==> src/rtl/sfifo_param.sv <==
// Parametrised single-clock FIFO with occupancy count, programmable almost flags,
// sticky overflow/underflow and read-valid strobe. Optional parity: define SFIFO_PARITY_EN.
module sfifo_param #(
   parameter int DW     = 16,
   parameter int AW     = 7,
   parameter int AF_LVL = 120,
   parameter int AE_LVL = 8
) (
   input  logic          clk,
   input  logic          rst,
   input  logic          wr_in,
   input  logic [DW-1:0] din_in,
   input  logic          rd_in,
   input  logic          err_clr,
   output logic [DW-1:0] dout,
   output logic          dout_vld,
   output logic          full,
   output logic          empty,
   output logic          afull,
   output logic          aempty,
   output logic [AW:0]   count,
   output logic          ovfl,
`ifdef SFIFO_PARITY_EN
   output logic          perr,
`endif
   output logic          udfl
);

   localparam int DEPTH = 1 << AW;
`ifdef SFIFO_PARITY_EN
   localparam int MW = DW + 1;
`else
   localparam int MW = DW;
`endif

   localparam logic [AW:0] DEPTH_C = (AW+1)'(DEPTH);
   localparam logic [AW:0] AF_C    = (AW+1)'(AF_LVL);
   localparam logic [AW:0] AE_C    = (AW+1)'(AE_LVL);
   localparam logic [AW:0] ONE_C   = (AW+1)'(1);

   logic [MW-1:0] mem [DEPTH];
   logic [AW-1:0] wptr, rptr;
   logic [AW:0]   count_nxt;
   logic          rd_acc, wr_acc, ovfl_set, udfl_set;

   function automatic logic even_par(input logic [DW-1:0] d);
      return ^d;
   endfunction

   assign rd_acc   = rd_in & ~empty;
   // A full FIFO still takes a write when the same edge frees a slot.
   assign wr_acc   = wr_in & (~full | rd_acc);
   assign ovfl_set = wr_in & full & ~rd_acc;
   assign udfl_set = rd_in & empty;

   always_comb begin
      count_nxt = count;
      case ({wr_acc, rd_acc})
         2'b10:   count_nxt = count + ONE_C;
         2'b01:   count_nxt = count - ONE_C;
         default: count_nxt = count;
      endcase
   end

   // Storage array is never reset; only control and the output register are.
   always_ff @(posedge clk) begin
      if (!rst && wr_acc) begin
`ifdef SFIFO_PARITY_EN
         mem[wptr] <= {even_par(din_in), din_in};
`else
         mem[wptr] <= din_in;
`endif
      end
   end

   always_ff @(posedge clk) begin
      if (rst) begin
         wptr     <= '0;
         rptr     <= '0;
         count    <= '0;
         full     <= 1'b0;
         empty    <= 1'b1;
         afull    <= 1'b0;
         aempty   <= 1'b1;
         dout     <= '0;
         dout_vld <= 1'b0;
         ovfl     <= 1'b0;
         udfl     <= 1'b0;
      end else begin
         if (wr_acc) wptr <= wptr + AW'(1);
         if (rd_acc) begin
            rptr <= rptr + AW'(1);
            dout <= mem[rptr][DW-1:0];
         end
         dout_vld <= rd_acc;
         count    <= count_nxt;
         full     <= (count_nxt == DEPTH_C);
         empty    <= (count_nxt == '0);
         afull    <= (count_nxt >= AF_C);
         aempty   <= (count_nxt <= AE_C);
         // A fresh error in the clearing cycle takes priority over the clear.
         ovfl     <= ovfl_set | (ovfl & ~err_clr);
         udfl     <= udfl_set | (udfl & ~err_clr);
      end
   end

`ifdef SFIFO_PARITY_EN
   logic par_bad;
   assign par_bad = rd_acc & (even_par(mem[rptr][DW-1:0]) != mem[rptr][DW]);

   always_ff @(posedge clk) begin
      if (rst) perr <= 1'b0;
      else     perr <= par_bad | (perr & ~err_clr);
   end
`endif

endmodule

==> config.mk <==
export PLATFORM = sky130hd
export DESIGN_NAME = sfifo_param
export DESIGN_NICKNAME = d
export VERILOG_FILES = /design/src/rtl/sfifo_param.sv
export SDC_FILE = /design/constraint.sdc
export NUM_CORES = 2
export LEC_CHECK = 0
export BUFFER_PORTS_ARGS = -buffer_cell sky130_fd_sc_hd__buf_2
export CAP_MARGIN = 10
export CORE_MARGIN = 8
export CORE_UTILIZATION = 40
export CTS_CLUSTER_DIAMETER = 30
export CTS_CLUSTER_SIZE = 24
export DETAILED_ROUTE_END_ITERATION = 7
export PLACE_DENSITY = 0.6
export REMOVE_ABC_BUFFERS = 1
export SYNTH_ARGS = -nofsm -noshare
export SYNTH_HDL_FRONTEND = slang
export SYNTH_SLANG_ARGS = --single-unit
==> constraint.sdc <==
create_clock -name clk -period 4 [get_ports clk]
set_clock_uncertainty 0.05 [all_clocks]
set_input_delay 0.2 -clock clk [delete_from_list [all_inputs] [get_ports clk]]
set_output_delay 0.2 -clock clk [all_outputs]
set_load 0.01 [all_outputs]
# Word level (Yosys, flattened, before mapping)
# Memories as Yosys holds them, arrays and structs flattened. A register that Yosys moved wholly into a read port is not among the register bits.
# Cells that the tools add are included.
# W data, S select, Z words.
classes:
  div_mod_pow: 0
  order_cmp: 2
  n_reduce_logical: 3
  n_mul: 0
  n_eq_ne: 3
  bitwise_logic: 14
  n_mux: 3
  n_shift: 0
  add_sub_neg: 4
op_table:
  columns: ["operator", "n"]
  rows:
  - ["$pmux W8 S2", 1]
  - ["$add A7 B1 Y7 const B", 2]
  - ["$add A8 B1 Y8 const B", 1]
  - ["$eq A8 B8 Y1 const B", 1]
  - ["$ge A8 B7 Y1 const B", 1]
  - ["$le A8 B4 Y1 const B", 1]
  - ["$logic_not A8 Y1", 1]
  - ["$sub A8 B1 Y8 const B", 1]
  - ["$and A1 B1 Y1", 7]
  - ["$not A1 Y1", 4]
  - ["$or A1 B1 Y1", 3]
  - ["$eq A2 B1 Y1 const B", 1]
  - ["$eq A2 B2 Y1 const B", 1]
  - ["$mux W1", 2]
  - ["$logic_and A1 B1 Y1", 1]
  - ["$logic_not A1 Y1", 1]
totals:
  ff_bits: 29
  input_bits: 21
  elab_cells: 40
  latchBits: 0
  mem_bits_rw: 2048
  output_inout_bits: 31
  romBits: 0
  mem_count: 1
mem_list:
  columns: ["name", "words", "width", "read_ports", "rd_ports_with_merged_regs", "write_ports", "line", "text"]
  rows:
  - ["mem", 128, 16, 1, 1, 1, "41", "logic [MW-1:0] mem [DEPTH];"]

# Logic depth before layout (Yosys ltp)
depth:
  depth_word: 7
  ltp_mapped: 14
  mapped_depth_nobuf: 12

# Least setup slack after synthesis
# No wires, ideal clock.
synth_path:
  path_type: "reg2reg"
  from: "reg empty"
  to: "reg afull"
  setup_ns: 0.074
  required_time_ns: 3.876
  arrival_time_ns: 3.322
  path_buffers: 3
  setup_slack_ns: 0.554
  period_less_slack_ns: 3.446
  stages_incl_launch_ff: 15
  path_cell_list: "dfxtp_1 nand2b_1 inv_1 clkbuf_1 ha_1 clkbuf_1 buf_2 xor2_1 ha_1 a211o_1 a32oi_1 nor2_1 xnor2_1 or4_1 o21ai_0"
synth_between:
  elab_chain_len: 7
  word_cells_on_any_way: 8
  classes_between: "1 x order compare; 2 x eq/ne; 1 x mux; 4 x bitwise"
synth_lines:
  columns: ["item", "line", "text"]
  rows:
  - ["from (decl)", "18", "output logic empty,"]
  - ["from (signal assigned)", "98", "empty <= (count_nxt == '0);"]
  - ["$not A1 Y1 (*)", "50", "assign rd_acc = rd_in & ~empty;"]
  - ["$and A1 B1 Y1 (*)", "50", null]
  - ["named net rd_acc", "44", "logic rd_acc, wr_acc, ovfl_set, udfl_set;"]
  - ["$or A1 B1 Y1", "52", "assign wr_acc = wr_in & (~full | rd_acc);"]
  - ["$and A1 B1 Y1", "52", null]
  - ["$eq A2 B1 Y1 or $eq A2 B2 Y1 (tied branches)", "58", "case ({wr_acc, rd_acc})"]
  - ["$pmux W8 S2 (*)", "58", null]
  - ["$ge A8 B7 Y1 (*)", "99", "afull <= (count_nxt >= AF_C);"]
  - ["to (signal assigned)", "99", null]
  - ["to (decl)", "19", "output logic afull,"]
# The timed path passes the listed nets; every way through them passes the cells marked *.
# A chain may end at the register's enable or synchronous reset.

==> impl_metrics.env <==
export IMPL_ctsHoldBuffers=24
export IMPL_detailedPlacementHpwl_microns=142000
export IMPL_status="completed"
export IMPL_crit_chain="buf_4, buf_4, mux4_2, mux2i_1, a2111oi_0, buf_4, a2111oi_0, a2111oi_1"
export IMPL_cts_htree_levels=5
export IMPL_grt_max_degree=90
export IMPL_area_growth_pct=23.8
export IMPL_filler_cell_count=15989
export IMPL_finalWorstSetupSlack_ns=0.197
export IMPL_gp_routability_congestion=0.936
export IMPL_core_area_sq_um=203000
export IMPL_report_final_slew_viol_count=0
export IMPL_category_of_cells_accounting_for_the_largest_share_of_critical_path_delay="buffers and inverters"
export IMPL_slowest_stage_cell_on_the_critical_path="sky130_fd_sc_hd__dfxtp_4"
export IMPL_cp_arrival_ns=4.50
export IMPL_muxShareOfSynthArea_pct=15.1
export IMPL_yosysUniqueCellTypes=82
export IMPL_path_clk_slew_ns=0.05
export IMPL_synth_adder_area_share_pct=0.0767
export IMPL_worst_pin_slew_ns=1.42
export IMPL_dominantRegCellSynth="sky130_fd_sc_hd__edfxtp_1"
export IMPL_overflow=0
export IMPL_yosysSeqAreaShare_pct=76.5
export IMPL_critPathLaunchType="register"
export IMPL_peak_clock_frequency_supported_by_timing_mhz=263
export IMPL_sequential_standard_cell_area_sq_um=62400
export IMPL_insertion_delay_ns=0.97
export IMPL_ir_worst_vdd_mv=0.534
export IMPL_port_buffers=51
export IMPL_ys_ff_latch=2093
export IMPL_floorplan_die_width_microns=468
export IMPL_wire_per_inst_microns=30.4
export IMPL_final_hold_viol_count=0
export IMPL_drc=0
export IMPL_die_area_sq_um=219000
export IMPL_clk_path_buf_depth=4
export IMPL_timing_setup_critical_path_class="register to register"
export IMPL_post_cts_resized=0
export IMPL_cap_viol_max_count=0
export IMPL_synth_xor_xnor_area_share_pct=0.182
export IMPL_clk_sink_count=2093
export IMPL_dpl_worst_slack_ns=0.250
export IMPL_hold_path_class="primary input to register"
export IMPL_synthCells=3881
export IMPL_crit_path_frequent_cell="sky130_fd_sc_hd__buf_4"
export IMPL_synth_top_family_by_area="multiplexers"
export IMPL_yosys_top_cells_count="sky130_fd_sc_hd__edfxtp_1 (2048), sky130_fd_sc_hd__mux4_2 (411), sky130_fd_sc_hd__mux2i_1 (230)"
export IMPL_tritoncts="done"
export IMPL_max_slew_margin_rel_pct=4.33
export IMPL_net_count_reported_at_finish=4542
export IMPL_iteration_0_drc_count_of_the_detailed_router=5772
export IMPL_highest_cell_delay_on_the_worst_timing_path_ns=0.84
export IMPL_endpoint_kind="register"
export IMPL_boundaryPins=52
export IMPL_synth_simple_area_share_pct=2.42
export IMPL_static_leakage_power_uw=0.0323
export IMPL_crit_path_max_fanout=35
export IMPL_path_buf_inv=3
export IMPL_antenna_violations_before_repair=14
export IMPL_synth_area_leader_cell="sky130_fd_sc_hd__edfxtp_1"
export IMPL_postCtsSetupBuffers=0
export IMPL_postLayoutCoreUtil_pct=49.9
export IMPL_ys_async_sr_fraction_pct=0
export IMPL_route_vias_total=43484
export IMPL_power_per_cell_area_nw_per_um2=622
export IMPL_synth_area_top_cells="sky130_fd_sc_hd__edfxtp_1 (75%), sky130_fd_sc_hd__mux4_2 (11%), sky130_fd_sc_hd__mux2i_1 (2.8%)"
export IMPL_synth_compound_gate_area_share_pct=3.73
export IMPL_critPathRequiredTime_ns=4.70
export IMPL_postRouteWirelength_microns=229000
export IMPL_clk_root_buffer_cell="sky130_fd_sc_hd__clkbuf_16"
export IMPL_numCtsBuffers=419
export IMPL_detail_route_first_pass_iterations=5
export IMPL_layout_cells_sized_above_1_pct=32.0
export IMPL_yosysMostFrequentCell="sky130_fd_sc_hd__edfxtp_1"
export IMPL_ys_warn_count=0
export IMPL_syn_mean_instance_area_sq_um=21.0
export IMPL_first_global_vias=43391
export IMPL_yosys_area_top_type_share_pct=75.4
export IMPL_rows=165
export IMPL_grt_first_pass_wirelength_microns=325000
export IMPL_period_share_pct=95.1
export IMPL_dieHeight_microns=468
export IMPL_setup_violations=0
export IMPL_postRouteAntennaNets=0
export IMPL_multi_input_comb_area_sq_um=17600
export IMPL_period_minus_slack_ns=3.80
export IMPL_number_of_enable_type_register_cells_in_the_synthesized_netlist=2048
export IMPL_mappedNetlistArea_sq_um=81600
export IMPL_floorplan_initialDensity_pct=40.3
export IMPL_per_cell_via_count_in_the_routed_design=5.78
export IMPL_grt_use_total_pct=20.6
export IMPL_setup_repair_after_global_routing_missed_its_margin="false"
-- cell families after synthesis --
kind of cell    count (synthesis)
xor+xnor                       17
flops                        2093
mux                           683
fa+ha+maj                       5
simple gates                  420
compound gates                422
buf+inv                       241
-- sequential cells by signal, indices dropped and copies added, names as in the netlist, 7 cells and up --
| signal | cells |
|---|---|
| count | 8 |
| dout | 16 |
| wptr | 7 |
| mem | 2048 |
| rptr | 7 |
-- final cells by class --
class | instances | area share (%)
clock inverters | 294 | 3.15
repair buffers | 443 | 3.69
diodes | 1 | 0.00248
clock buffers | 455 | 10.6
inverters | 12 | 0.0446
flip-flops and latches | 2093 | 61.8
multi-input cells | 1547 | 17.4
well taps | 2672 | 3.31
-- layout by cell type, fill, tap and decap left out, drive strengths merged, types with 18 or more instances in the layout --
| cell type | Yosys | final |
|---|---|---|
| o21ai | 41 | 41 |
| nand3 | 36 | 36 |
| a211oi | 34 | 34 |
| clkinvlp | 0 | 41 |
| mux2i | 230 | 230 |
| nor2b | 29 | 29 |
| buf | 156 | 419 |
| a22oi | 63 | 63 |
| o221ai | 32 | 32 |
| nand2 | 71 | 71 |
| bufinv | 0 | 58 |
| mux2 | 21 | 21 |
| mux4 | 432 | 432 |
| o22ai | 56 | 56 |
| clkinv | 1 | 173 |
| edfxtp | 2048 | 2048 |
| a221oi | 18 | 18 |
| nor2 | 196 | 196 |
| a21oi | 60 | 60 |
| clkbuf | 73 | 455 |
| a2111oi | 21 | 21 |
| dfxtp | 45 | 45 |
| dlygate4sd3 | 0 | 24 |
| inv | 11 | 34 |
-- stage by stage --
stage                     total power, uW  area [sq um]  setup TNS (ns)  hold WS (ns)  std cells
after floorplan                     27600         80000         -425.83         0.219       3652
after global placement              29100         86900          -0.393         0.427       6740
after global routing                64500        101000               0         0.211       7516
final                               62800        101000               0         0.208       7517
after detailed placement            29200         86900               0         0.422       6742
after CTS                           63200        101000               0         0.173       7515
-- per-layer routing --
metal | part of all wire (%) | track usage [%] | routed length (microns)
met1 | 40 | 28.4 | 90700
met2 | 46 | 31.8 | 106000
met3 | 9.9 | 4.83 | 22700
met4 | 4.2 | 8.20 | 9630
met5 | 0 | 0 | 0
-- path summary, 6_finish.rpt --
check                  startpoint                   end  slack [ns]  depth (start not counted)
max          rptr[2]$_SDFFE_PP0P_  dout[5]$_SDFFE_PP0P_        0.20                          8
min                     din_in[1]  mem[62][1]$_DFFE_PP_        0.21                          2
max reg2reg  rptr[2]$_SDFFE_PP0P_  dout[5]$_SDFFE_PP0P_        0.20                          8
min reg2reg  dout[7]$_SDFFE_PP0P_  dout[7]$_SDFFE_PP0P_        0.50                          2
-- where the power goes --
part | internal [uW] | switching, uW | leakage, uW
clock network | 22900 | 11100 | 0.00673
logic | 1970 | 2440 | 0.00675
registers | 24200 | 187 | 0.0188
No activity file was read; power rests on OpenSTA's default activity.
